$ cat config.mk
export PLATFORM = sky130hd
export DESIGN_NAME = axis2fifo_flat
export DESIGN_NICKNAME = d
export VERILOG_FILES = /design/src/rtl/axis2fifo_pkg.sv /design/src/rtl/axis2fifo_if.sv /design/src/rtl/axis2fifo_pack.sv /design/src/rtl/axis2fifo.sv /design/src/flat_wrapper.sv
export SDC_FILE = /design/constraint.sdc
export NUM_CORES = 1
export LEC_CHECK = 0
export BUFFER_PORTS_ARGS = -buffer_cell sky130_fd_sc_hd__buf_2
export CORE_MARGIN = 2
export CORE_UTILIZATION = 50
export CTS_BUF_LIST = sky130_fd_sc_hd__clkbuf_4 sky130_fd_sc_hd__clkbuf_8
export DETAILED_ROUTE_END_ITERATION = 10
export PLACE_DENSITY = 0.71
export SYNTH_ARGS = -nofsm -noshare
export SYNTH_HDL_FRONTEND = slang
export SYNTH_SLANG_ARGS = --single-unit
$ cat constraint.sdc
create_clock -name clk -period 7.9 [get_ports clk]
set_clock_uncertainty 0.1 [all_clocks]
set_input_delay 2.37 -clock clk [delete_from_list [all_inputs] [get_ports clk]]
set_output_delay 2.37 -clock clk [all_outputs]
set_load 0.02 [all_outputs]
$ cat src/rtl/axis2fifo_pkg.sv
// axis2fifo_pkg
// Shared definitions for the pixel packer and the frame-to-memory writer.
// It provides the pixel slot sizing, the pixels-per-word derivation and
// the packer state encoding. It has no ports.

package axis2fifo_pkg;

    // SYNC waits for a start-of-frame beat, RUN packs pixels, and DRAIN
    // holds off the stream until the final word of the frame is written.
    typedef enum logic [1:0] {
        ST_SYNC  = 2'd0,
        ST_RUN   = 2'd1,
        ST_DRAIN = 2'd2
    } a2f_state_t;

    // Each pixel occupies a byte-aligned slot of 1, 2 or 4 bytes.
    function automatic int pixel_bytes(input int pixel_width);
        if (pixel_width <= 8)
            return 1;
        else if (pixel_width <= 16)
            return 2;
        else
            return 4;
    endfunction

    // Number of pixel slots in one memory word.
    function automatic int adata_pixels(input int data_width, input int pixel_width);
        return data_width / 8 / pixel_bytes(pixel_width);
    endfunction

endpackage

$ cat src/rtl/axis2fifo_if.sv
// axis2fifo_if
// Groups the pixel stream and the FIFO write side of the packer.
//   s_axis_tvalid/tdata/tuser/tlast : pixel stream into the packer
//   s_axis_tready                   : packer accepts the current beat
//   fifo_din/fifo_sof/fifo_wr_en    : packed word, first-of-frame flag, strobe
//   fifo_full                       : FIFO back-pressure
// The slave modport is the packer; the master modport is the surrounding
// source/sink logic.

interface axis2fifo_if #(
    parameter int C_DATA_WIDTH  = 32,
    parameter int C_PIXEL_WIDTH = 8
);
    logic                     s_axis_tvalid;
    logic [C_PIXEL_WIDTH-1:0] s_axis_tdata;
    logic                     s_axis_tuser;
    logic                     s_axis_tlast;
    logic                     s_axis_tready;
    logic [C_DATA_WIDTH-1:0]  fifo_din;
    logic                     fifo_sof;
    logic                     fifo_wr_en;
    logic                     fifo_full;

    modport slave (
        input  s_axis_tvalid, s_axis_tdata, s_axis_tuser, s_axis_tlast, fifo_full,
        output s_axis_tready, fifo_din, fifo_sof, fifo_wr_en
    );

    modport master (
        output s_axis_tvalid, s_axis_tdata, s_axis_tuser, s_axis_tlast, fifo_full,
        input  s_axis_tready, fifo_din, fifo_sof, fifo_wr_en
    );
endinterface

$ cat src/rtl/axis2fifo_pack.sv
// axis2fifo_pack
// Lane register plus lane counter that gathers pixels into one memory word.
//   clk, reset : clock and synchronous active-high reset
//   clear      : discard the partial word (wins over push)
//   push       : accept 'pixel' into the next free slot
//   restart    : 'pixel' is slot 0 of a fresh word; any partial word is dropped
//   word, done : assembled word and completion flag for the current push

module axis2fifo_pack
    import axis2fifo_pkg::*;
#(
    parameter int C_DATA_WIDTH  = 32,
    parameter int C_PIXEL_WIDTH = 8
) (
    input  logic                     clk,
    input  logic                     reset,
    input  logic                     clear,
    input  logic                     push,
    input  logic                     restart,
    input  logic [C_PIXEL_WIDTH-1:0] pixel,
    output logic [C_DATA_WIDTH-1:0]  word,
    output logic                     done
);

    localparam int SLOT_BITS = 8 * pixel_bytes(C_PIXEL_WIDTH);
    localparam int NPIX      = adata_pixels(C_DATA_WIDTH, C_PIXEL_WIDTH);
    localparam int CNT_BITS  = (NPIX > 1) ? $clog2(NPIX) : 1;

    logic [C_DATA_WIDTH-1:0] lanes;
    logic [C_DATA_WIDTH-1:0] base_lanes;
    logic [CNT_BITS-1:0]     lane_cnt;
    logic [CNT_BITS-1:0]     base_cnt;

    // Merge the incoming pixel into its slot. On restart the pixel is
    // treated as slot 0 of an empty word, so a resync beat never inherits
    // stale lanes. Unused slot bits stay zero because lanes start cleared.
    always_comb begin
        base_lanes = restart ? '0 : lanes;
        base_cnt   = restart ? '0 : lane_cnt;
        word       = base_lanes | (C_DATA_WIDTH'(pixel) << (SLOT_BITS * int'(base_cnt)));
        done       = push && (int'(base_cnt) == NPIX - 1);
    end

    // Once a word completes it is handed out through 'word', and the lanes
    // restart empty for the next pixel.
    always_ff @(posedge clk) begin
        if (reset || clear) begin
            lanes    <= '0;
            lane_cnt <= '0;
        end else if (push) begin
            if (done) begin
                lanes    <= '0;
                lane_cnt <= '0;
            end else begin
                lanes    <= word;
                lane_cnt <= base_cnt + CNT_BITS'(1);
            end
        end
    end

endmodule

$ cat src/rtl/axis2fifo.sv
// axis2fifo
// Packs an AXI4-Stream pixel stream into memory-width words for the frame
// writer's FIFO. The first word of each frame carries sof. The block checks
// line and frame geometry and resynchronises on the next tuser after an
// error or a soft reset.
//   clk, reset            : clock and synchronous active-high reset
//   soft_reset            : writer-driven resync; clears state like reset
//   img_width, img_height : frame geometry (pixels per line, lines)
//   bus                   : pixel stream in, FIFO write side out
//   frame_done            : pulses with the write of a frame's last word
//   err_short_line        : pulse, tlast arrived before the last column
//   err_long_line         : pulse, no tlast at the last column
//   err_early_sof         : pulse, tuser arrived mid-frame

module axis2fifo
    import axis2fifo_pkg::*;
#(
    parameter int C_DATA_WIDTH  = 32,
    parameter int C_PIXEL_WIDTH = 8,
    parameter int C_IMG_WBITS   = 12,
    parameter int C_IMG_HBITS   = 12
) (
    input  logic                   clk,
    input  logic                   reset,
    input  logic                   soft_reset,
    input  logic [C_IMG_WBITS-1:0] img_width,
    input  logic [C_IMG_HBITS-1:0] img_height,
    axis2fifo_if.slave             bus,
    output logic                   frame_done,
    output logic                   err_short_line,
    output logic                   err_long_line,
    output logic                   err_early_sof
);

    localparam int NPIX = adata_pixels(C_DATA_WIDTH, C_PIXEL_WIDTH);

    a2f_state_t state, state_n;

    logic [C_IMG_WBITS-1:0]  col, col_n, cur_col;
    logic [C_IMG_HBITS-1:0]  row, row_n, cur_row;
    logic                    sof_pending, sof_cur;
    logic                    out_valid, wr_en, tready, in_reset;
    logic                    accept, start, in_frame, line_err;
    logic                    short_n, long_n, early_n;
    logic                    pack_push, pack_restart, pack_clear, pack_done;
    logic [C_DATA_WIDTH-1:0] pack_word;

    assign in_reset = reset | soft_reset;

    // Handshake. A pending word is written whenever the FIFO has room. In
    // RUN a new beat is accepted only if that write frees the output
    // register, which gives one pixel per cycle without losing data. In
    // SYNC a single beat cannot complete a word unless a word is one pixel
    // wide, so only that case needs the same guard.
    always_comb begin
        wr_en = out_valid & ~bus.fifo_full & ~in_reset;
        case (state)
            ST_SYNC: tready = (NPIX > 1) | ~out_valid | ~bus.fifo_full;
            ST_RUN:  tready = ~out_valid | ~bus.fifo_full;
            default: tready = 1'b0;
        endcase
        if (in_reset)
            tready = 1'b0;
    end

    assign bus.s_axis_tready = tready;
    assign bus.fifo_wr_en    = wr_en;
    assign frame_done        = (state == ST_DRAIN) & wr_en;
    assign accept            = bus.s_axis_tvalid & tready;

    // Next-state and column/row bookkeeping. A tuser beat in SYNC or RUN
    // starts a frame, and the beat is checked as column img_width-1 of row
    // img_height-1. 'col' and 'row' always hold the countdown for the next
    // beat, so the current beat uses cur_col/cur_row.
    always_comb begin
        state_n      = state;
        col_n        = col;
        row_n        = row;
        pack_push    = 1'b0;
        pack_restart = 1'b0;
        pack_clear   = 1'b0;
        short_n      = 1'b0;
        long_n       = 1'b0;
        early_n      = 1'b0;

        start    = accept && bus.s_axis_tuser && (state == ST_SYNC || state == ST_RUN);
        in_frame = accept && ((state == ST_RUN) || start);
        cur_col  = start ? (img_width - C_IMG_WBITS'(1)) : col;
        cur_row  = start ? (img_height - C_IMG_HBITS'(1)) : row;
        sof_cur  = start ? 1'b1 : sof_pending;
        line_err = 1'b0;

        if (accept && bus.s_axis_tuser && state == ST_RUN)
            early_n = 1'b1;

        case (state)
            ST_SYNC, ST_RUN: begin
                if (in_frame) begin
                    if (cur_col == '0 && !bus.s_axis_tlast) begin
                        long_n   = 1'b1;
                        line_err = 1'b1;
                    end else if (cur_col != '0 && bus.s_axis_tlast) begin
                        short_n  = 1'b1;
                        line_err = 1'b1;
                    end

                    if (line_err) begin
                        pack_clear = 1'b1;
                        state_n    = ST_SYNC;
                    end else begin
                        pack_push    = 1'b1;
                        pack_restart = start;
                        state_n      = ST_RUN;
                        if (cur_col == '0) begin
                            if (cur_row == '0) begin
                                state_n = ST_DRAIN;
                            end else begin
                                col_n = img_width - C_IMG_WBITS'(1);
                                row_n = cur_row - C_IMG_HBITS'(1);
                            end
                        end else begin
                            col_n = cur_col - C_IMG_WBITS'(1);
                            row_n = cur_row;
                        end
                    end
                end
            end
            ST_DRAIN: begin
                if (wr_en)
                    state_n = ST_SYNC;
            end
            default: state_n = ST_SYNC;
        endcase
    end

    axis2fifo_pack #(
        .C_DATA_WIDTH  (C_DATA_WIDTH),
        .C_PIXEL_WIDTH (C_PIXEL_WIDTH)
    ) u_pack (
        .clk     (clk),
        .reset   (reset),
        .clear   (soft_reset | pack_clear),
        .push    (pack_push),
        .restart (pack_restart),
        .pixel   (bus.s_axis_tdata),
        .word    (pack_word),
        .done    (pack_done)
    );

    // State, counters, output register and error pulses. A completed word
    // can only land when the output register is empty or being written in
    // the same cycle, so out_valid never drops a word.
    always_ff @(posedge clk) begin
        if (in_reset) begin
            state          <= ST_SYNC;
            col            <= '0;
            row            <= '0;
            sof_pending    <= 1'b0;
            out_valid      <= 1'b0;
            bus.fifo_din   <= '0;
            bus.fifo_sof   <= 1'b0;
            err_short_line <= 1'b0;
            err_long_line  <= 1'b0;
            err_early_sof  <= 1'b0;
        end else begin
            state          <= state_n;
            col            <= col_n;
            row            <= row_n;
            out_valid      <= (out_valid & ~wr_en) | pack_done;
            err_short_line <= short_n;
            err_long_line  <= long_n;
            err_early_sof  <= early_n;
            if (pack_push)
                sof_pending <= pack_done ? 1'b0 : sof_cur;
            else if (pack_clear)
                sof_pending <= 1'b0;
            if (pack_done) begin
                bus.fifo_din <= pack_word;
                bus.fifo_sof <= sof_cur;
            end
        end
    end

endmodule

$ cat src/flat_wrapper.sv
// flat-port wrapper written by rule: the top's interface ports become plain ports
module axis2fifo_flat import axis2fifo_pkg::*;
#(
    parameter int C_DATA_WIDTH  = 32,
    parameter int C_PIXEL_WIDTH = 8,
    parameter int C_IMG_WBITS   = 12,
    parameter int C_IMG_HBITS   = 12
)
  (clk, reset, soft_reset, img_width, img_height, frame_done, err_short_line, err_long_line, err_early_sof, bus_s_axis_tvalid, bus_s_axis_tdata, bus_s_axis_tuser, bus_s_axis_tlast, bus_fifo_full, bus_s_axis_tready, bus_fifo_din, bus_fifo_sof, bus_fifo_wr_en);
  axis2fifo_if #(.C_DATA_WIDTH(C_DATA_WIDTH), .C_PIXEL_WIDTH(C_PIXEL_WIDTH)) bus_i ();
  input  logic clk;
  input  logic reset;
  input  logic soft_reset;
  input  logic [C_IMG_WBITS-1:0] img_width;
  input  logic [C_IMG_HBITS-1:0] img_height;
  output logic frame_done;
  output logic err_short_line;
  output logic err_long_line;
  output logic err_early_sof;
  input wire logic [$bits(bus_i.s_axis_tvalid)-1:0] bus_s_axis_tvalid;
  input wire logic [$bits(bus_i.s_axis_tdata)-1:0] bus_s_axis_tdata;
  input wire logic [$bits(bus_i.s_axis_tuser)-1:0] bus_s_axis_tuser;
  input wire logic [$bits(bus_i.s_axis_tlast)-1:0] bus_s_axis_tlast;
  input wire logic [$bits(bus_i.fifo_full)-1:0] bus_fifo_full;
  output wire logic [$bits(bus_i.s_axis_tready)-1:0] bus_s_axis_tready;
  output wire logic [$bits(bus_i.fifo_din)-1:0] bus_fifo_din;
  output wire logic [$bits(bus_i.fifo_sof)-1:0] bus_fifo_sof;
  output wire logic [$bits(bus_i.fifo_wr_en)-1:0] bus_fifo_wr_en;
  assign bus_i.s_axis_tvalid = bus_s_axis_tvalid;
  assign bus_i.s_axis_tdata = bus_s_axis_tdata;
  assign bus_i.s_axis_tuser = bus_s_axis_tuser;
  assign bus_i.s_axis_tlast = bus_s_axis_tlast;
  assign bus_i.fifo_full = bus_fifo_full;
  assign bus_s_axis_tready = bus_i.s_axis_tready;
  assign bus_fifo_din = bus_i.fifo_din;
  assign bus_fifo_sof = bus_i.fifo_sof;
  assign bus_fifo_wr_en = bus_i.fifo_wr_en;
  axis2fifo #(.C_DATA_WIDTH(C_DATA_WIDTH), .C_PIXEL_WIDTH(C_PIXEL_WIDTH), .C_IMG_WBITS(C_IMG_WBITS), .C_IMG_HBITS(C_IMG_HBITS)) u_core (.clk(clk), .reset(reset), .soft_reset(soft_reset), .img_width(img_width), .img_height(img_height), .bus(bus_i), .frame_done(frame_done), .err_short_line(err_short_line), .err_long_line(err_long_line), .err_early_sof(err_early_sof));
endmodule
==> results of run 1 <==
## tightest hold or removal path, delay by kind of cell, from the launching register on
family | cells | cell delay [ns]
DFF | 1 | 0.32
and+or+nand+nor | 1 | 0.05
AOI/OAI and AO/OA | 1 | 0.05
## placed cells by master (no fill, tap or decap), types with 6 or more instances in the layout
cell type and n:
sky130_fd_sc_hd__a211oi_1 8, sky130_fd_sc_hd__a21oi_1 69, sky130_fd_sc_hd__a22o_1 10, sky130_fd_sc_hd__a22oi_1 20, sky130_fd_sc_hd__a31oi_1 8, sky130_fd_sc_hd__and2_1 9
sky130_fd_sc_hd__and3_1 8, sky130_fd_sc_hd__buf_2 77, sky130_fd_sc_hd__buf_4 10, sky130_fd_sc_hd__clkbuf_8 9, sky130_fd_sc_hd__dfxtp_1 98, sky130_fd_sc_hd__ha_1 6
sky130_fd_sc_hd__inv_1 13, sky130_fd_sc_hd__mux2i_1 7, sky130_fd_sc_hd__nand2_1 85, sky130_fd_sc_hd__nand3_1 21, sky130_fd_sc_hd__nand4_1 10, sky130_fd_sc_hd__nor2_1 89
sky130_fd_sc_hd__nor3_1 32, sky130_fd_sc_hd__nor4_1 10, sky130_fd_sc_hd__o21ai_0 29, sky130_fd_sc_hd__o21ai_1 6, sky130_fd_sc_hd__o31ai_1 6, sky130_fd_sc_hd__or3_1 7
sky130_fd_sc_hd__or4_1 8, sky130_fd_sc_hd__xnor2_1 12, sky130_fd_sc_hd__xor2_1 12
## routing by layer
layer,routed length (microns),vias to the layer above,global-route usage
met2,6640,220,0.383
met5,0,-,0
met4,164,0,0.0705
met1,7010,2592,0.363
met3,1050,17,0.0424
li1,-,2713,-
## power by group
group | total (uW) | internal [uW] | switching (uW)
logic | 172 | 62.2 | 110
clock network | 345 | 154 | 191
registers | 499 | 497 | 2.65
## how the worst max path moves through the flow
stage | startpoint | end | depth (start not counted)
floorplan | soft_reset | u_core.bus.fifo_din[27] | 24
global placement | img_width[0] | u_core.bus.fifo_din[26] | 14
detailed placement | img_width[0] | u_core.bus.fifo_din[31] | 14
CTS | img_width[0] | u_core.bus.fifo_din[27] | 14
global route | img_width[0] | u_core.bus.fifo_din[31] | 15
finish | img_width[0] | u_core.u_pack.lanes[1] | 16
## flip-flops by register name, indices dropped and copies added, names as in the netlist, 2 cells and up
name	cells
u_core.u_pack.lanes	32
u_core.col	12
u_core.u_pack.lane_cnt	2
u_core.row	12
u_core.bus.fifo_din	32
u_core.state	2
## cell families (layout without fill, tap and decap cells)
kind of cell    Yosys count  in the layout  share of synthesized area
mux                       9              9                     0.0168
flops                    98             98                      0.355
buf+inv                  66            117                     0.0505
fa+ha+maj                 6              6                     0.0136
xor+xnor                 24             24                     0.0380
compound gates          201            201                      0.241
simple gates            315            315                      0.285
## metrics by stage
stage / hold slack [ns] / power [uW] / cells / area [sq um] / setup WS [ns]
finish: 0.354 / 1020 / 910 / 6150 / 1.39
CTS: 0.357 / 1020 / 910 / 6150 / 1.41
global route: 0.367 / 1060 / 910 / 6150 / 0.993
detailed placement: 0.343 / 679 / 894 / 5940 / 0.985
global placement: 0.339 / 675 / 894 / 5940 / 1.09
floorplan: 0.331 / 634 / 719 / 5530 / 0.770
## area by class of cell
type | count | share of cell area
Multi-Input combinational cell | 555 | 0.536
Sequential cell | 98 | 0.319
Clock buffer | 10 | 0.0214
Inverter | 14 | 0.00855
Clock inverter | 6 | 0.0120
Timing Repair Buffer | 87 | 0.0749
Tap cell | 140 | 0.0285
==> results_tabular.tex, run 1 <==
\begin{tabular}{lr}
\hline
Metric & Value \\
\hline
\multicolumn{2}{l}{\textbf{Critical path}} \\
\quad Worst reg-to-reg setup slack & about 3.2 ns \\
\quad CP max-delay cell & sky130\_fd\_sc\_hd\_\_nor2\_1 \\
\quad Category of cells accounting for the largest share of critical-path delay & simple AND/OR/NAND/NOR gates \\
\quad Class of the most critical setup path & in -> reg \\
\quad CP Data Arrival Time & between 6 and 7 ns \\
\quad Capturing element type of the critical path & flop \\
\quad Critical-path maximum fanout & 23 \\
\quad Origin of the critical flop-to-flop path & u\_core.state[1] \\
\quad Critical path buffers and inverters & 5 \\
\quad Nature of the critical path startpoint & input port \\
\quad Cell-by-cell listing of the critical path & buf\_2 -> inv\_1 -> ha\_1 -> o211a\_1 -> o311ai\_0 -> a41oi\_2 -> or3\_1 -> inv\_2 -> ha\_1 -> inv\_1 -> or2\_2 -> buf\_4 -> nor3\_4 -> nor2\_1 -> a22oi\_1 -> nor2\_1 \\
\quad Required @ worst endpoint & between 8 and 9 ns \\
\quad Crit-path max cell delay & $\sim$0.65 ns \\
\quad Worst flop-to-flop path endpoint & u\_core.u\_pack.lanes[1] \\
\quad Worst Reg-to-Reg Cells & 16 \\
\multicolumn{2}{l}{\textbf{GRT}} \\
\quad Largest net degree at the start of global routing & 54 \\
\quad GRT overflow & 0 \\
\quad Total Routing Usage GR & 0.251 \\
\quad Via count of the first global-routing pass & between 4k and 5k \\
\quad Number of antenna violations at the first check in global routing & 0 \\
\quad Global-route wire length before repair & between 20 and 25 mm \\
\multicolumn{2}{l}{\textbf{Clocking}} \\
\quad Post-CTS Hold Buffers & 0 \\
\quad Clock root cell & sky130\_fd\_sc\_hd\_\_clkbuf\_8 \\
\quad H-Tree Level Count & 3 \\
\quad Number of clock sinks & 98 \\
\quad Register clock-pin slew on the reported worst setup and hold paths & 0.09 ns \\
\quad Post-CTS setup-driven buffer insertion count & 0 \\
\quad Total of cells resized after clock tree synthesis & 0 \\
\quad Clock tree from TritonCTS & yes \\
\quad Worst-Skew Late Latency & $\sim$0.37 ns \\
\quad CTS Buf Count & 9 \\
\quad Bufs on Longest Clock Path & 2 \\
\multicolumn{2}{l}{\textbf{Logic synthesis}} \\
\quad Ys async rst share & 0 \\
\quad Share of the synthesized area in the top cell type & 0.355 \\
\quad Top area cells in the synthesized netlist & sky130\_fd\_sc\_hd\_\_dfxtp\_1, sky130\_fd\_sc\_hd\_\_a21oi\_1, sky130\_fd\_sc\_hd\_\_nor2\_1, sky130\_fd\_sc\_hd\_\_nand2\_1, sky130\_fd\_sc\_hd\_\_nor3\_1 \\
\quad Largest area contributor in the netlist & sky130\_fd\_sc\_hd\_\_dfxtp\_1 \\
\quad Synthesized flop and latch total & 98 \\
\quad Count leader, synth & sky130\_fd\_sc\_hd\_\_dfxtp\_1 \\
\quad Number of library cell types mapped by synthesis & 76 \\
\quad Post-synth EDFFs & 0 \\
\quad Cells after Synth & roughly 720 \\
\quad Flip-flop cell with the highest count after synthesis & sky130\_fd\_sc\_hd\_\_dfxtp\_1 \\
\quad Most instantiated cells after synthesis & sky130\_fd\_sc\_hd\_\_dfxtp\_1, sky130\_fd\_sc\_hd\_\_nor2\_1, sky130\_fd\_sc\_hd\_\_nand2\_1 \\
\quad Avg Inst Size Synth & 7.68 sq um \\
\quad Count of synthesis-stage warnings from yosys & 0 \\
\quad Part of the Yosys area used for sequential elements & 0.355 \\
\quad Net count of the mapped netlist & 764 \\
\quad Netlist Area Pre-Place & 5530 sq um \\
\multicolumn{2}{l}{\textbf{Route}} \\
\quad Number of search-and-repair iterations in the first detailed-routing pass & 5 \\
\quad Post-DR wirelength/cell & around 16 microns \\
\quad Average via count per standard cell & $\sim$6.1 \\
\quad Total via count in the routed design & between 5k and 6k \\
\quad Total routed wirelength & 14.9 mm \\
\quad Post-detailed-route count of antenna-violating nets & 0 \\
\quad Initial drt markers & 442 \\
\quad Count of unresolved DRC violations after routing & 0 \\
\multicolumn{2}{l}{\textbf{Hold path}} \\
\quad Worst hold path depth & 2 \\
\quad End of the worst hold path & u\_core.bus.fifo\_din[9] \\
\quad Min-Delay Startpoint & u\_core.bus.fifo\_din[9] \\
\quad Worst hold path type & reg -> reg \\
\multicolumn{2}{l}{\textbf{Die}} \\
\quad Area of the die & roughly 12,000 sq um \\
\quad Initial core utilization & 0.512 \\
\quad \# IOs & about 80 \\
\quad Number of rows in the core area & 38 \\
\quad Core ar. & $\sim$11,000 sq um \\
\quad Die Y & between 100 and 150 microns \\
\quad Horiz. Die Dim & around 110 microns \\
\multicolumn{2}{l}{\textbf{Power}} \\
\quad Power density cells & around 170 nW/um\^{}2 \\
\quad Max rail drop VDD & approximately 88 uV \\
\quad Leak & about 0.0023 uW \\
\multicolumn{2}{l}{\textbf{Timing}} \\
\quad Setup repair after global routing missed its margin & no \\
\quad Time the final worst path needs with I/O delays and setup & 6.51 ns \\
\quad Final number of setup-violating endpoints & 0 \\
\quad Crit share post-route & 0.824 \\
\quad Fmax & about 150 MHz \\
\quad Setup\_tns & 0 ns \\
\quad Actual transition at the worst max-transition pin & around 1.1 ns \\
\quad Total count of max-transition violations in the final report & 0 \\
\quad Final Hold Fails & 0 \\
\quad Worst max-slew margin expressed relative to the limit & 0.245 \\
\multicolumn{2}{l}{\textbf{Run status}} \\
\quad Result of the run & completed \\
\multicolumn{2}{l}{\textbf{Finish}} \\
\quad Reg area & 1960 sq um \\
\quad Number of fillers in the final layout & a little over 1k \\
\quad Final core utilization & 0.570 \\
\quad Fraction of layout cells with a size suffix above 1 & 0.164 \\
\quad Area of the multi-input gates & $\sim$3300 sq um \\
\quad Layout overhead on the synthesized area & 11.3\% \\
\quad Number of diodes added for antenna fixing & 0 \\
\quad Layout net count & just over 800 \\
\multicolumn{2}{l}{\textbf{Placed design}} \\
\quad Sum of net half-perimeters after detailed placement & between 10 and 15 mm \\
\quad Port bufs & between 70 and 80 \\
\quad Final weighted congestion of routability-driven global placement & 0.866 \\
\multicolumn{2}{l}{\textbf{Run}} \\
\quad Max-cap violation count & 0 \\
\hline
\end{tabular}
Power figures use the tool's default switching activity.
==> inputs of run 2 (changes only) <==
- PLACE_DENSITY: 0.71 -> 0.74
- clock period: 7.9 -> 5.72 ns (I/O delays scaled with it)
==> run 2 against run 1 <==
Critical path depth decreased by 1. First-iteration DRC count is 27% higher. Register-to-register slack got worse by 1.6 ns. Final cell count grew 1.8%. Non-clock buffer count grew 16. Combinational power is 47% higher. Via count rose by 2.3%. Sequential power grew 38%. Largest cell class unchanged. Setup slack got worse by 0.92 ns. Wire length increased by 1.4%. Hold slack got worse by 0.00075 ns. Count of clock-buffer cells in the layout stayed put.
==> results_tabular.tex, run 2 (synthesized netlist as in run 1, its figures left out) <==
\begin{tabular}{lr}
\hline
Metric & Value \\
\hline
\multicolumn{2}{l}{\textbf{Critical path}} \\
\quad Worst Reg-to-Reg Cells & 15 (-1) \\
\quad Critical-path maximum fanout & 22 (-4.3\%) \\
\quad Worst reg-to-reg setup slack & 1.55 ns (-1.61 ns) \\
\quad Origin of the critical flop-to-flop path & u\_core.state[1] \\
\quad CP Data Arrival Time & 5.47 ns (-1.25 ns) \\
\quad Capturing element type of the critical path & flop \\
\quad Worst flop-to-flop path endpoint & u\_core.u\_pack.lanes[21] \\
\quad Required @ worst endpoint & 5.94 ns (-2.17 ns) \\
\quad Nature of the critical path startpoint & input port \\
\quad Class of the most critical setup path & in -> reg \\
\multicolumn{2}{l}{\textbf{Timing}} \\
\quad Setup\_tns & 0 ns (unchanged) \\
\quad Fmax & approximately 190 MHz \\
\quad Hold\_ws & 0.353 ns (-0.000748 ns) \\
\quad Final Hold Fails & 0 (unchanged) \\
\quad Crit share post-route & 0.918 \\
\quad Time the final worst path needs with I/O delays and setup & between 5 and 6 ns \\
\quad Total count of max-transition violations in the final report & 0 (unchanged) \\
\quad Final number of setup-violating endpoints & 0 (unchanged) \\
\quad Setup repair after global routing missed its margin & no \\
\quad Worst max-slew margin expressed relative to the limit & 0.498 (+0.252) \\
\quad Actual transition at the worst max-transition pin & 0.751 ns (-0.381 ns) \\
\quad Post-layout worst setup margin & 0.470 ns (-0.919 ns) \\
\multicolumn{2}{l}{\textbf{Finish}} \\
\quad Number of diodes added for antenna fixing & 0 (unchanged) \\
\quad Layout net count & 826 (+2.0\%) \\
\quad Highest-count cells in the layout ignoring fill and taps & sky130\_fd\_sc\_hd\_\_dfxtp\_1, sky130\_fd\_sc\_hd\_\_nor2\_1, sky130\_fd\_sc\_hd\_\_nand2\_1, sky130\_fd\_sc\_hd\_\_buf\_2, sky130\_fd\_sc\_hd\_\_a21oi\_1 \\
\quad Most frequent standard cell in the layout excluding fill and tap cells & sky130\_fd\_sc\_hd\_\_dfxtp\_1 \\
\quad Layout overhead on the synthesized area & 14.0\% \\
\quad Largest registers ranked by flip-flop count & u\_core.bus.fifo\_din (32), u\_core.u\_pack.lanes (32) \\
\quad Number of fillers in the final layout & 994 (-4.1\%) \\
\quad Fraction of layout cells with a size suffix above 1 & 0.192 (+0.0285) \\
\multicolumn{2}{l}{\textbf{Die}} \\
\quad Area of the die & 11,900 sq um (unchanged) \\
\quad Number of rows in the core area & 38 (unchanged) \\
\quad Core ar. & 10,800 sq um (unchanged) \\
\quad Initial core utilization & 0.512 (unchanged) \\
\quad Horiz. Die Dim & 109 microns (unchanged) \\
\quad \# IOs & 78 (unchanged) \\
\quad Die Y & 109 microns (unchanged) \\
\multicolumn{2}{l}{\textbf{GRT}} \\
\quad Total Routing Usage GR & 0.257 (+0.00641) \\
\quad Number of antenna violations at the first check in global routing & 0 (unchanged) \\
\quad GRT overflow & 0 (unchanged) \\
\quad Via count of the first global-routing pass & 5,169 (+5.5\%) \\
\quad Global-route wire length before repair & 24.6 mm (+3.1\%) \\
\quad Largest net degree at the start of global routing & 37 (-31\%) \\
\multicolumn{2}{l}{\textbf{Clocking}} \\
\quad Number of clock sinks & 98 (unchanged) \\
\quad Post-CTS setup-driven buffer insertion count & 0 (unchanged) \\
\quad H-Tree Level Count & 3 (unchanged) \\
\quad Total of cells resized after clock tree synthesis & 0 (unchanged) \\
\quad Register clock-pin slew on the reported worst setup and hold paths & 0.10 ns (about the same) \\
\quad CTS Buf Count & 9 (unchanged) \\
\quad Post-CTS Hold Buffers & 0 (unchanged) \\
\quad Clock root cell & sky130\_fd\_sc\_hd\_\_clkbuf\_8 \\
\quad Bufs on Longest Clock Path & 2 (unchanged) \\
\quad Clock tree from TritonCTS & yes \\
\quad Worst-Skew Late Latency & 0.38 ns (about the same) \\
\multicolumn{2}{l}{\textbf{Hold path}} \\
\quad Min-Delay Startpoint & u\_core.bus.fifo\_din[8] \\
\quad End of the worst hold path & u\_core.bus.fifo\_din[8] \\
\quad Worst hold path depth & 2 (unchanged) \\
\quad Worst hold path type & reg -> reg \\
\multicolumn{2}{l}{\textbf{Power}} \\
\quad Max rail drop VDD & 149 uV (+68\%) \\
\quad Design internal power & 955 uW (+34\%) \\
\quad Sw Share & 0.309 (+0.00974) \\
\quad Sw power & 426 uW (+40\%) \\
\quad Gate power share & 0.182 (+0.013) \\
\quad Leak & 0.00238 uW (+3.3\%) \\
\quad Power density cells & 219 nW/um\^{}2 (+33\%) \\
\quad Clock power share & 0.319 (-0.021) \\
\quad Share of total power in sequential cells & 0.499 (+0.008) \\
\quad PnR Total Power & 1380 uW (+36\%) \\
\multicolumn{2}{l}{\textbf{Route}} \\
\quad Total via count in the routed design & 5,670 (+2.3\%) \\
\quad Average via count per standard cell & 6.12 (+0.54\%) \\
\quad Post-detailed-route count of antenna-violating nets & 0 (unchanged) \\
\quad Count of unresolved DRC violations after routing & 0 (unchanged) \\
\quad Initial drt markers & 561 (+27\%) \\
\quad Post-DR wirelength/cell & 16.3 microns (-0.31\%) \\
\quad Number of search-and-repair iterations in the first detailed-routing pass & 5 (unchanged) \\
\quad Total routed wirelength & 15.1 mm (+1.4\%) \\
\multicolumn{2}{l}{\textbf{Run}} \\
\quad Max-cap violation count & 0 (unchanged) \\
\multicolumn{2}{l}{\textbf{Placed design}} \\
\quad Sum of net half-perimeters after detailed placement & 10.8 mm (+5.7\%) \\
\quad Final weighted congestion of routability-driven global placement & 0.859 (-0.81\%) \\
\quad Minimum setup slack after placement & 0.0954 ns (-0.889 ns) \\
\quad Port bufs & 77 (unchanged) \\
\multicolumn{2}{l}{\textbf{Run status}} \\
\quad Result of the run & completed \\
\hline
\end{tabular}
[run 2: worst max-delay path: stages]
cell and delay (ns):
sky130_fd_sc_hd__buf_2 0.20, sky130_fd_sc_hd__inv_1 0.07, sky130_fd_sc_hd__ha_1 0.33, sky130_fd_sc_hd__o211a_1 0.27
sky130_fd_sc_hd__o311ai_0 0.47, sky130_fd_sc_hd__a41oi_2 0.20, sky130_fd_sc_hd__or3_1 0.42, sky130_fd_sc_hd__inv_6 0.18
sky130_fd_sc_hd__ha_4 0.17, sky130_fd_sc_hd__inv_2 0.04, sky130_fd_sc_hd__or2_4 0.26, sky130_fd_sc_hd__buf_4 0.22
sky130_fd_sc_hd__nor2_1 0.61, sky130_fd_sc_hd__a22oi_1 0.17, sky130_fd_sc_hd__nor2_1 0.14
[run 2: layer usage]
metal,vias to the layer above,global-route usage,share of wire
met2,210,0.405,0.46
met5,-,0,0
met1,2691,0.360,0.46
met4,0,0.0797,0.015
met3,25,0.0424,0.067
li1,2744,-,-
[run 2: how the worst max path moves through the flow]
| stage | to | slack [ns] | depth (start not counted) | from |
|---|---|---|---|---|
| floorplan | u_core.bus.fifo_din[27] | -0.04 | 24 | reset |
| global placement | u_core.u_pack.lanes[21] | 0.29 | 15 | img_width[0] |
| detailed placement | u_core.u_pack.lanes[21] | 0.1 | 15 | img_width[0] |
| CTS | u_core.u_pack.lanes[21] | 0.47 | 15 | img_width[0] |
| global route | u_core.u_pack.lanes[19] | 0.07 | 15 | img_width[0] |
| finish | u_core.u_pack.lanes[21] | 0.47 | 15 | img_width[0] |
[run 2: layout make-up]
cell class	count	area [sq um]	share of cell area
Clock inverter	6	50.0	0.00794
Sequential cell	98	1960	0.311
Multi-Input combinational cell	555	3340	0.530
Inverter	14	57.6	0.00914
Tap cell	140	175	0.0278
Timing Repair Buffer	103	581	0.0922
Clock buffer	10	138	0.0218
[run 2: power by group through the flow]
stage / combinational (uW) / clock, uW / sequential [uW]
final: 252 / 440 / 690
after global placement: 237 / 0 / 705
after CTS: 247 / 439 / 689
after global routing: 278 / 475 / 691
after floorplan: 183 / 0 / 704
after detailed placement: 246 / 0 / 705
[run 2: per-stage QoR]
step	area [sq um]	instances	util
after floorplan	5670	719	-
after global placement	6110	910	0.566
after detailed placement	6110	910	0.566
after CTS	6300	926	0.584
after global routing	6300	926	0.584
final	6300	926	0.584
==> inputs of run 3 (changes only) <==
- clock period: 5.72 -> 4.55 ns (I/O delays scaled with it)
==> run 3 against run 2 <==
Combinational power rose by 40%. Critical path type unchanged. Count of clock-buffer cells in the layout fell by 1. Sequential share of layout area fell by 1.8 points. Critical endpoint is now u_core.u_pack.lanes[4]. Sequential power rose by 26%. Sequential cell count did not move. Final cell count rose by 4.8%. Wire length rose by 3.0%. Critical path depth rose by 1. Register-to-register slack got worse by 0.63 ns. Global-route usage rose by 0.95 points.
==> results_tabular.tex, run 3 (synthesized netlist as in run 1, its figures left out) <==
\begin{tabular}{lr}
\hline
Metric & Value \\
\hline
\multicolumn{2}{l}{\textbf{Die}} \\
\quad Area of the die & 11,900 sq um (unchanged) \\
\quad Core ar. & 10,800 sq um (unchanged) \\
\quad Die Y & 109 microns (unchanged) \\
\quad Initial core utilization & 0.512 (unchanged) \\
\quad \# IOs & 78 (unchanged) \\
\quad Number of rows in the core area & 38 (unchanged) \\
\quad Horiz. Die Dim & 109 microns (unchanged) \\
\multicolumn{2}{l}{\textbf{Clocking}} \\
\quad Clock root cell & sky130\_fd\_sc\_hd\_\_clkbuf\_8 \\
\quad Bufs on Longest Clock Path & 2 (unchanged) \\
\quad Number of clock sinks & 98 (unchanged) \\
\quad H-Tree Level Count & 3 (unchanged) \\
\quad Register clock-pin slew on the reported worst setup and hold paths & 0.10 ns (about the same) \\
\quad Post-CTS Hold Buffers & 0 (unchanged) \\
\quad Clock tree from TritonCTS & yes \\
\quad CTS Buf Count & 9 (unchanged) \\
\quad Worst-Skew Late Latency & 0.38 ns (about the same) \\
\multicolumn{2}{l}{\textbf{Critical path}} \\
\quad Origin of the critical flop-to-flop path & u\_core.state[0] \\
\quad Crit-path max cell delay & 0.43 ns (-0.18 ns) \\
\quad Nature of the critical path startpoint & input port \\
\quad Critical path buffers and inverters & 6 (+1) \\
\quad Category of cells accounting for the largest share of critical-path delay & compound AO/OA/AOI/OAI gates \\
\quad Cell-by-cell listing of the critical path & buf\_2 -> inv\_1 -> ha\_1 -> o211a\_1 -> o311ai\_0 -> buf\_4 -> a41oi\_2 -> or3\_1 -> inv\_6 -> ha\_4 -> inv\_2 -> nor2\_1 -> buf\_4 -> o21ai\_0 -> a222oi\_1 -> nor2\_1 \\
\quad CP max-delay cell & sky130\_fd\_sc\_hd\_\_a222oi\_1 \\
\quad Critical-path maximum fanout & 6 (-73\%) \\
\quad Worst flop-to-flop path endpoint & u\_core.u\_pack.lanes[4] \\
\quad Required @ worst endpoint & 4.72 ns (-1.22 ns) \\
\quad Worst Setup SP & img\_width[0] \\
\quad Capturing element type of the critical path & flop \\
\quad Worst Reg-to-Reg Cells & 17 (+2) \\
\quad Class of the most critical setup path & in -> reg \\
\quad CP Data Arrival Time & 4.51 ns (-0.96 ns) \\
\quad Worst reg-to-reg setup slack & 0.92 ns (-0.63 ns) \\
\multicolumn{2}{l}{\textbf{Hold path}} \\
\quad Worst hold path depth & 2 (unchanged) \\
\quad Worst hold path type & reg -> reg \\
\quad Min-Delay Startpoint & u\_core.bus.fifo\_din[13] \\
\quad End of the worst hold path & u\_core.bus.fifo\_din[13] \\
\multicolumn{2}{l}{\textbf{Placed design}} \\
\quad Placed Cells & 954 (+4.8\%) \\
\quad Port bufs & 77 (unchanged) \\
\quad Final weighted congestion of routability-driven global placement & 0.908 (+5.7\%) \\
\quad Placed standard-cell area & 6480 sq um (+6.1\%) \\
\quad Sum of net half-perimeters after detailed placement & 11.2 mm (+3.8\%) \\
\multicolumn{2}{l}{\textbf{Route}} \\
\quad DR top layer & met4 \\
\quad Post-DR wirelength/cell & 16.0 microns (-1.6\%) \\
\quad Detailed route wirelength on metal2 & 7.06 mm (+2.4\%) \\
\quad Average via count per standard cell & 6.00 (-2.0\%) \\
\quad Total met3 wirelength after detailed routing & 1.14 mm (+13\%) \\
\quad Total routed wire length on the met1 layer & 7.07 mm (+1.9\%) \\
\quad Post-detailed-route count of antenna-violating nets & 0 (unchanged) \\
\quad Count of unresolved DRC violations after routing & 0 (unchanged) \\
\quad Initial drt markers & 384 (-32\%) \\
\quad Number of search-and-repair iterations in the first detailed-routing pass & 5 (unchanged) \\
\quad Total routed wirelength & 15.5 mm (+3.0\%) \\
\quad Total via count in the routed design & 5,818 (+2.6\%) \\
\multicolumn{2}{l}{\textbf{Finish}} \\
\quad Final core utilization & 0.620 (+0.0367) \\
\quad Final Non-Filler Cells & 970 (+4.8\%) \\
\quad Layout net count & 870 (+5.3\%) \\
\quad Number of diodes added for antenna fixing & 0 (unchanged) \\
\quad Largest registers ranked by flip-flop count & u\_core.bus.fifo\_din (32), u\_core.u\_pack.lanes (32) \\
\quad Layout overhead on the synthesized area & 21.2\% \\
\quad Highest-count cells in the layout ignoring fill and taps & sky130\_fd\_sc\_hd\_\_dfxtp\_1, sky130\_fd\_sc\_hd\_\_nor2\_1, sky130\_fd\_sc\_hd\_\_nand2\_1, sky130\_fd\_sc\_hd\_\_buf\_2, sky130\_fd\_sc\_hd\_\_a21oi\_1 \\
\quad Fraction of layout cells with a size suffix above 1 & 0.237 (+0.0452) \\
\quad Number of fillers in the final layout & 966 (-2.8\%) \\
\quad Most frequent standard cell in the layout excluding fill and tap cells & sky130\_fd\_sc\_hd\_\_dfxtp\_1 \\
\quad Post-route standard cell area excluding fillers & 6700 sq um (+6.3\%) \\
\multicolumn{2}{l}{\textbf{Run status}} \\
\quad Result of the run & completed \\
\multicolumn{2}{l}{\textbf{Timing}} \\
\quad Crit share post-route & 0.953 \\
\quad Actual transition at the worst max-transition pin & 0.815 ns (+0.0637 ns) \\
\quad Setup repair after global routing missed its margin & no \\
\quad Time the final worst path needs with I/O delays and setup & between 4 and 5 ns \\
\quad Final Hold Fails & 0 (unchanged) \\
\quad Worst max-slew margin expressed relative to the limit & 0.456 (-0.0412) \\
\quad Total count of max-transition violations in the final report & 0 (unchanged) \\
\quad Fmax & roughly 230 MHz \\
\quad Final number of setup-violating endpoints & 0 (unchanged) \\
\multicolumn{2}{l}{\textbf{Power}} \\
\quad Gate power share & 0.193 (+0.011) \\
\quad Clock power share & 0.332 (+0.013) \\
\quad Sw Share & 0.303 (-0.00570) \\
\quad Leak & 0.00262 uW (+10\%) \\
\quad PnR Total Power & 1830 uW (+32\%) \\
\quad Max rail drop VDD & 200 uV (+34\%) \\
\quad Share of total power in sequential cells & 0.475 (-0.024) \\
\quad Design internal power & 1270 uW (+33\%) \\
\quad Power density cells & 273 nW/um\^{}2 (+24\%) \\
\quad Sw power & 553 uW (+30\%) \\
\multicolumn{2}{l}{\textbf{GRT}} \\
\quad Via count of the first global-routing pass & 5,425 (+5.0\%) \\
\quad Total Routing Usage GR & 0.267 (+0.00945) \\
\quad GRT overflow & 0 (unchanged) \\
\quad Largest net degree at the start of global routing & 52 (+41\%) \\
\quad Number of antenna violations at the first check in global routing & 0 (unchanged) \\
\quad Global-route wire length before repair & 25.4 mm (+3.5\%) \\
\multicolumn{2}{l}{\textbf{Run}} \\
\quad Max-cap violation count & 0 (unchanged) \\
\hline
\end{tabular}
run 3: cell count changes in the layout (fill, tap and decap cells not counted), moves of 2 or more:
cell / previous run / this run
sky130_fd_sc_hd__buf_12: 0 / 3
sky130_fd_sc_hd__buf_4: 26 / 67
sky130_fd_sc_hd__clkinvlp_4: 3 / 0
sky130_fd_sc_hd__inv_6: 1 / 3
run 3: cell type report:
cell class | count | area [sq um] | share of cell area
flip-flops and latches | 98 | 1960 | 0.293
repair buffers | 147 | 948 | 0.142
clock inverters | 7 | 85.1 | 0.0127
multi-input cells | 555 | 3340 | 0.499
inverters | 14 | 57.6 | 0.00859
well taps | 140 | 175 | 0.0262
clock buffers | 9 | 124 | 0.0185
run 3: per-layer routing:
layer,track usage,up-vias
met4,0.0907,0
met3,0.0412,23
met2,0.432,242
met1,0.362,2731
li1,-,2822
met5,0,-
run 3: what timing repair did:
item / CTS / global route
buffers inserted: 0 / 0
gates resized for setup: 0 / 1
endpoints found under the setup margin: 0 / 12
run 3: power by group through the flow:
stage,Clock [uW],Combinational (uW),Sequential (uW)
3_3_place_gp,0,335,886
2_1_floorplan,0,230,885
6_report,607,353,867
4_1_cts,617,347,867
5_1_grt,645,386,868
3_5_place_dp,0,344,887
run 3: tightest hold or removal path: cells and delay by family (launching register included):
kind               cells  cell delay, ns
AOI/OAI and AO/OA      1            0.05
DFF                    1            0.32
and+or+nand+nor        1            0.05
run 3: through the flow:
stage                     worst slack, ns  TNS, ns  hold WS (ns)
after floorplan                    -0.855   -58.22         0.331
after detailed placement           -0.303    -7.00         0.343
final                               0.216        0         0.353
after CTS                          0.0896        0         0.355
after global routing               0.0308        0         0.375
after global placement             -0.131    -1.99         0.339
run 3: worst max-delay path by stage:
stage / cells past startpoint / to
floorplan: 24 / u_core.bus.fifo_din[27]
global placement: 17 / u_core.u_pack.lanes[16]
detailed placement: 17 / u_core.u_pack.lanes[16]
CTS: 17 / u_core.u_pack.lanes[5]
global route: 16 / u_core.bus.fifo_din[26]
finish: 16 / u_core.u_pack.lanes[4]
